<file path="src/rtl/sha1_core_iter.sv">
// rtl/sha1_core_iter.sv - iterative SHA-1 compression engine, ROUNDS_PER_CYCLE rounds per clock
module sha1_core_iter #(
  parameter int ROUNDS_PER_CYCLE = 1,
  parameter int N = 32
) (
  input  logic         clk,
  input  logic         rst_n,
  input  logic         in_valid,
  output logic         in_ready,
  input  logic         in_first,
  input  logic [511:0] in_block,
  output logic         out_valid,
  input  logic         out_ready,
  output logic [159:0] out_digest,
  output logic         busy
);
  localparam int R = ROUNDS_PER_CYCLE;
  localparam int EXT_W = 16 + R;
  localparam int EI = $clog2(EXT_W);
  localparam logic [6:0] R7 = 7'(R);
  localparam logic [159:0] IV = 160'h67452301_EFCDAB89_98BADCFE_10325476_C3D2E1F0;

  generate
    if (!(R == 1 || R == 2 || R == 4 || R == 5 || R == 8 || R == 10 || R == 16)) begin : g_bad_rounds
      $error("sha1_core_iter: ROUNDS_PER_CYCLE must be one of 1,2,4,5,8,10,16");
    end
    if (N != 32) begin : g_bad_width
      $error("sha1_core_iter: N must be 32");
    end
  endgenerate

  typedef logic [N-1:0] word_t;
  typedef enum logic [1:0] {S_IDLE, S_ROUND, S_DONE} state_t;

  state_t      state, state_nxt;
  logic [6:0]  cnt;
  word_t       win [16];
  word_t       win_nxt [16];
  word_t       a, b, c, d, e;
  word_t       a_nxt, b_nxt, c_nxt, d_nxt, e_nxt;
  logic [159:0] base, h;
  logic        last_step;

  function automatic word_t rotl1(input word_t x);
    return {x[30:0], x[31]};
  endfunction

  function automatic word_t rotl5(input word_t x);
    return {x[26:0], x[31:27]};
  endfunction

  function automatic word_t rotl30(input word_t x);
    return {x[1:0], x[31:2]};
  endfunction

  function automatic word_t round_f(input logic [6:0] t, input word_t x, input word_t y, input word_t z);
    if (t < 7'd20)      return (x & y) | (~x & z);
    else if (t < 7'd40) return x ^ y ^ z;
    else if (t < 7'd60) return (x & y) | (x & z) | (y & z);
    else                return x ^ y ^ z;
  endfunction

  function automatic word_t round_k(input logic [6:0] t);
    if (t < 7'd20)      return 32'h5A827999;
    else if (t < 7'd40) return 32'h6ED9EBA1;
    else if (t < 7'd60) return 32'h8F1BBCDC;
    else                return 32'hCA62C1D6;
  endfunction

  // ext holds W_cnt .. W_cnt+15+R: the current window plus the R words that slide in.
  always_comb begin : round_comb
    word_t ext [EXT_W];
    word_t ta, tb, tc, td, te, tmp;
    logic [6:0] t;
    for (int j = 0; j < 16; j++) ext[EI'(j)] = win[4'(j)];
    for (int j = 16; j < EXT_W; j++)
      ext[EI'(j)] = rotl1(ext[EI'(j - 3)] ^ ext[EI'(j - 8)] ^ ext[EI'(j - 14)] ^ ext[EI'(j - 16)]);
    ta = a; tb = b; tc = c; td = d; te = e;
    t = cnt;
    for (int i = 0; i < R; i++) begin
      t   = cnt + 7'(i);
      tmp = rotl5(ta) + round_f(t, tb, tc, td) + round_k(t) + te + ext[EI'(i)];
      te  = td;
      td  = tc;
      tc  = rotl30(tb);
      tb  = ta;
      ta  = tmp;
    end
    for (int j = 0; j < 16; j++) win_nxt[4'(j)] = ext[EI'(j + R)];
    a_nxt = ta; b_nxt = tb; c_nxt = tc; d_nxt = td; e_nxt = te;
  end

  assign last_step = (cnt + R7) == 7'd80;

  always_ff @(posedge clk or negedge rst_n) begin
    if (!rst_n) state <= S_IDLE;
    else        state <= state_nxt;
  end

  always_comb begin
    state_nxt = state;
    unique case (state)
      S_IDLE:  if (in_valid)  state_nxt = S_ROUND;
      S_ROUND: if (last_step) state_nxt = S_DONE;
      S_DONE:  if (out_ready) state_nxt = S_IDLE;
      default: state_nxt = S_IDLE;
    endcase
  end

  always_ff @(posedge clk or negedge rst_n) begin
    if (!rst_n) begin
      cnt  <= '0;
      h    <= IV;
      base <= IV;
      a <= '0; b <= '0; c <= '0; d <= '0; e <= '0;
      for (int j = 0; j < 16; j++) win[4'(j)] <= '0;
    end else begin
      case (state)
        S_IDLE: if (in_valid) begin
          for (int j = 0; j < 16; j++) win[4'(j)] <= in_block[511 - 32*j -: 32];
          base <= in_first ? IV : h;
          {a, b, c, d, e} <= in_first ? IV : h;
          cnt <= '0;
        end
        S_ROUND: begin
          for (int j = 0; j < 16; j++) win[4'(j)] <= win_nxt[4'(j)];
          {a, b, c, d, e} <= {a_nxt, b_nxt, c_nxt, d_nxt, e_nxt};
          cnt <= cnt + R7;
          if (last_step)
            h <= {base[159:128] + a_nxt, base[127:96] + b_nxt, base[95:64] + c_nxt,
                  base[63:32] + d_nxt, base[31:0] + e_nxt};
        end
        default: ;
      endcase
    end
  end

  assign in_ready   = (state == S_IDLE);
  assign out_valid  = (state == S_DONE);
  assign busy       = (state != S_IDLE);
  assign out_digest = h;

endmodule
</file>
<file path="config.mk">
export PLATFORM = sky130hd
export DESIGN_NAME = sha1_core_iter
export DESIGN_NICKNAME = d
export VERILOG_FILES = /design/src/rtl/sha1_core_iter.sv
export SDC_FILE = /design/constraint.sdc
export NUM_CORES = 2
export LEC_CHECK = 0
export ABC_AREA = 1
export ABC_CLOCK_PERIOD_IN_PS = 10950
export BUFFER_PORTS_ARGS = -buffer_cell sky130_fd_sc_hd__buf_4
export CAP_MARGIN = 10
export CORE_MARGIN = 1
export CORE_UTILIZATION = 60
export DETAILED_ROUTE_END_ITERATION = 8
export PLACE_DENSITY = 0.83
export RECOVER_POWER = 50
export SLEW_MARGIN = 30
export SYNTH_ARGS = -nofsm -noshare
export SYNTH_HDL_FRONTEND = slang
export SYNTH_SLANG_ARGS = --single-unit
export TNS_END_PERCENT = 10
</file>
<file path="constraint.sdc">
create_clock -name clk -period 10.95 [get_ports clk]
set_input_delay 0.5475 -clock clk [delete_from_list [all_inputs] [get_ports clk]]
set_output_delay 0.5475 -clock clk [all_outputs]
set_load 0.005 [all_outputs]
</file>
==> metrics.txt <==
achievable clock frequency 0.111 GHz; R2R depth 9; initial antenna violation count 4; relative slew slack -1.93; nets@finish 7296; DR iter-0 viols 5094; FF-to-FF Start state[1]$_DFFE_PN0P_; multiplexer share of the synthesized area 0.000945; Final Hold Fails 0; Mapped Nets 7025; Seq cells post-synth 745; Die Area 80600 µm²; critical path's largest stage delay 2780 ps; critical path buffer and inverter count 4; Worst Hold Class in2reg; hold path startpoint out_ready; sequential fraction of the synthesis area 0.395; Clock Latency Late Sink 690 ps; H-tree levels 3; layout cell share with drive strength beyond 1 0.108; first-pass GRT wire length 256000 µm; Die W 284 µm; Fillers 6618; Synth Area in Simple Gates 0.199; met3 GRT Util 0.124; Crit Path Class reg2reg; IO buf count 423; Die H 284 µm; Vias 44661; reg2reg setup slack 1950 ps; Post-Synth Adder-Cell Area 0.112; FFs w/ async S/R, synth 1.00; clk sink count 745; clock skew 44.7 ps; postcts setup bufs 0; Setup crit end kind flop; CP max-delay cell clkinvlp_2; status finished, violations left; ANT nets after route 0; via/cell ratio 5.91; DP HPWL 130000 µm; aggregate global routing overflow 0; RSZ-0062 raised after global routing no; root buffer cell clkbuf_16; Final TNS setup 0 ps; Yosys cell types 44; Starting Density 0.605; row cnt 103; Synth Area per Inst 7.74 µm²; Synth Area in Compound Gates 0.180; Mapped Cells 6158; Core Area 78900 µm²; max_cap viols 8; Final Critical Period 9000 ps; Hold EP state[1]$_DFFE_PN0P_; number of global-route vias before repair 42545; Worst-path clk slew 60 ps; CTS buffer count 85; TritonCTS clock tree yes; met2 track demand over resource 0.617; WHS Path Cells 2; # DRC 0; drt wl/cell 22.6 µm; failing checks capacitance limit, slew limit; ys flop type dfrtp_1; Yosys warning count 0; CP Launch Type flop; GPL Wtd Cong 1.05; WL final 170000 µm; worst r2r dst b[24]$_DFFE_PN0P_; post-route clock period utilization 0.822; Clock Path Buffers 3; worst-path maximum fanout 197; area of the multi-input gates 24400 µm²; largest family of logic cells by synthesized area simple AND/OR/NAND/NOR gates; Register Area 18800 µm²; # setup viols final 0; GRT Max-Usage Layer met2; first drt pass iteration count 6; Crit path arrival time 9500 ps; area grow syn2layout 13.7%; IO Count 680; cell family with most CP delay buffers and inverters; Critical Path RT 11450 ps; largest net degree at the start of global routing 258; worst-path cell chain nor2_1 -> nand2_1 -> clkinvlp_2 -> nor2_4 -> clkbuf_1 -> inv_8 -> buf_12 -> o211ai_1 -> o21ai_0; XOR/XNOR share of the synthesized area 0.0187; M1 GR Usage 0.567; max-slew violation count 590; Post-Syn Area 47700 µm²; total track usage 0.420; Post-synth EDFFs 0; Tightest Pin Transition 4390 ps
synth_stat cells (3+ instances only):
cell,instances,share of area
mux2_2,4,0.00094
nand2_1,1518,0.12
dfstp_2,160,0.088
xor2_1,42,0.0077
ha_1,225,0.059
fa_1,125,0.052
a21oi_1,270,0.028
and3_1,5,0.00066
o21bai_1,27,0.0043
buf_4,5,0.00079
nor3_1,18,0.0019
o31ai_1,6,0.00094
buf_2,69,0.0072
nand4_1,47,0.0062
buf_6,7,0.0017
inv_1,880,0.069
and2_1,6,0.00079
a21boi_0,21,0.0033
o211ai_1,319,0.050
o21a_1,17,0.0027
or2_2,38,0.0050
nand3b_1,26,0.0041
xnor2_1,60,0.011
buf_1,18,0.0014
dfrtp_1,585,0.31
clkbuf_1,171,0.013
nor2_1,373,0.029
inv_2,3,0.00024
o21ai_1,5,0.00052
o221ai_1,19,0.0035
o22ai_1,26,0.0034
a31oi_1,61,0.0080
o21ai_0,677,0.071
a21o_1,22,0.0035
nand3_1,290,0.030
state kept, by name (all words and copies together), names as in the netlist, 7 cells and up:
signal          count
b                  32
cnt                 7
a                  32
d                  32
round_comb.ext    256
e                  32
base              160
c                  32
out_digest        160
cells by family after synthesis:
| group | count (synthesis) |
|---|---|
| xor+xnor | 102 |
| buf+inv | 1155 |
| fa+ha+maj | 350 |
| compound gates | 1473 |
| simple gates | 2329 |
| flops | 745 |
| mux | 4 |
area by class of cell:
type	instances	share of cell area
repair buffers	454	0.0629
clock buffers	120	0.0450
multi-input cells	4258	0.449
diodes	4	0.000185
well taps	1050	0.0242
clock inverters	35	0.00910
flip-flops and latches	745	0.348
inverters	885	0.0615
worst reg2reg max path: cells and delay by family (launching register included):
kind / cells / cell delay (ps)
buffers and inverters: 4 / 5650
AOI/OAI and AO/OA: 2 / 810
DFF: 1 / 520
and+or+nand+nor: 3 / 1850
what timing repair did:
action | 4_1_cts | 5_1_grt
hold buffers | 1 | 0
resized for setup | 0 | 0
setup endpoints to repair | 0 | 0
endpoints found under the hold margin | 33 | 0
layout by cell type, fill, tap and decap left out, types with 26 or more instances in the layout:
cell type and count:
o211ai_1 319, buf_4 348, o22ai_1 26, a31oi_1 61, clkbuf_4 66, nand2_1 1518
clkbuf_16 85, clkbuf_1 45, ha_1 225, fa_1 125, a21oi_1 270, dfstp_1 73
xor2_1 42, o21bai_1 27, or2_2 38, nand4_1 47, dfrtp_1 585, nor2_1 373
nand3b_1 26, dfstp_2 87, xnor2_1 60, inv_1 879, o21ai_0 677, nand3_1 290
how the worst max path moves through the flow:
stage / from / endpoint / slack (ps) / depth (start not counted)
2_1_floorplan: cnt[3]$_DFFE_PN0P_ / out_digest[156]$_DFFE_PN0P_ / 4990 / 33
3_3_place_gp: cnt[4]$_DFFE_PN0P_ / out_digest[146]$_DFFE_PN1P_ / 3340 / 26
3_5_place_dp: cnt[4]$_DFFE_PN0P_ / out_digest[157]$_DFFE_PN1P_ / 3300 / 30
4_1_cts: cnt[4]$_DFFE_PN0P_ / out_digest[157]$_DFFE_PN1P_ / 3240 / 30
5_1_grt: state[1]$_DFFE_PN0P_ / round_comb.ext[424]$_DFFE_PN0P_ / 1590 / 9
6_report: state[1]$_DFFE_PN0P_ / b[24]$_DFFE_PN0P_ / 1950 / 9
stage by stage:
| step | std cells | util | area [µm²] | hold WS (ps) | setup slack [ps] |
|---|---|---|---|---|---|
| finish | 7551 | 0.687 | 54200 | 69.9 | 1950 |
| global route | 7549 | 0.687 | 54200 | 71.6 | 1590 |
| CTS | 7545 | 0.689 | 54300 | 52.4 | 3240 |
| detailed placement | 7389 | 0.651 | 51400 | 460 | 3300 |
| global placement | 7389 | 0.651 | 51400 | 457 | 3340 |
| floorplan | 6158 | - | 47700 | 252 | 4990 |
layer usage:
metal | share of wire | vias to the layer above | routed length [µm]
met5 | 0.000076 | - | 13
met4 | 0.055 | 2 | 9310
met3 | 0.12 | 411 | 19600
met2 | 0.43 | 2310 | 73200
met1 | 0.40 | 21243 | 68200
li1 | - | 20695 | -
Power is left out: the tool's default activity adds up to more than one toggle a clock period on the data nets, which glitch-free logic cannot reach.
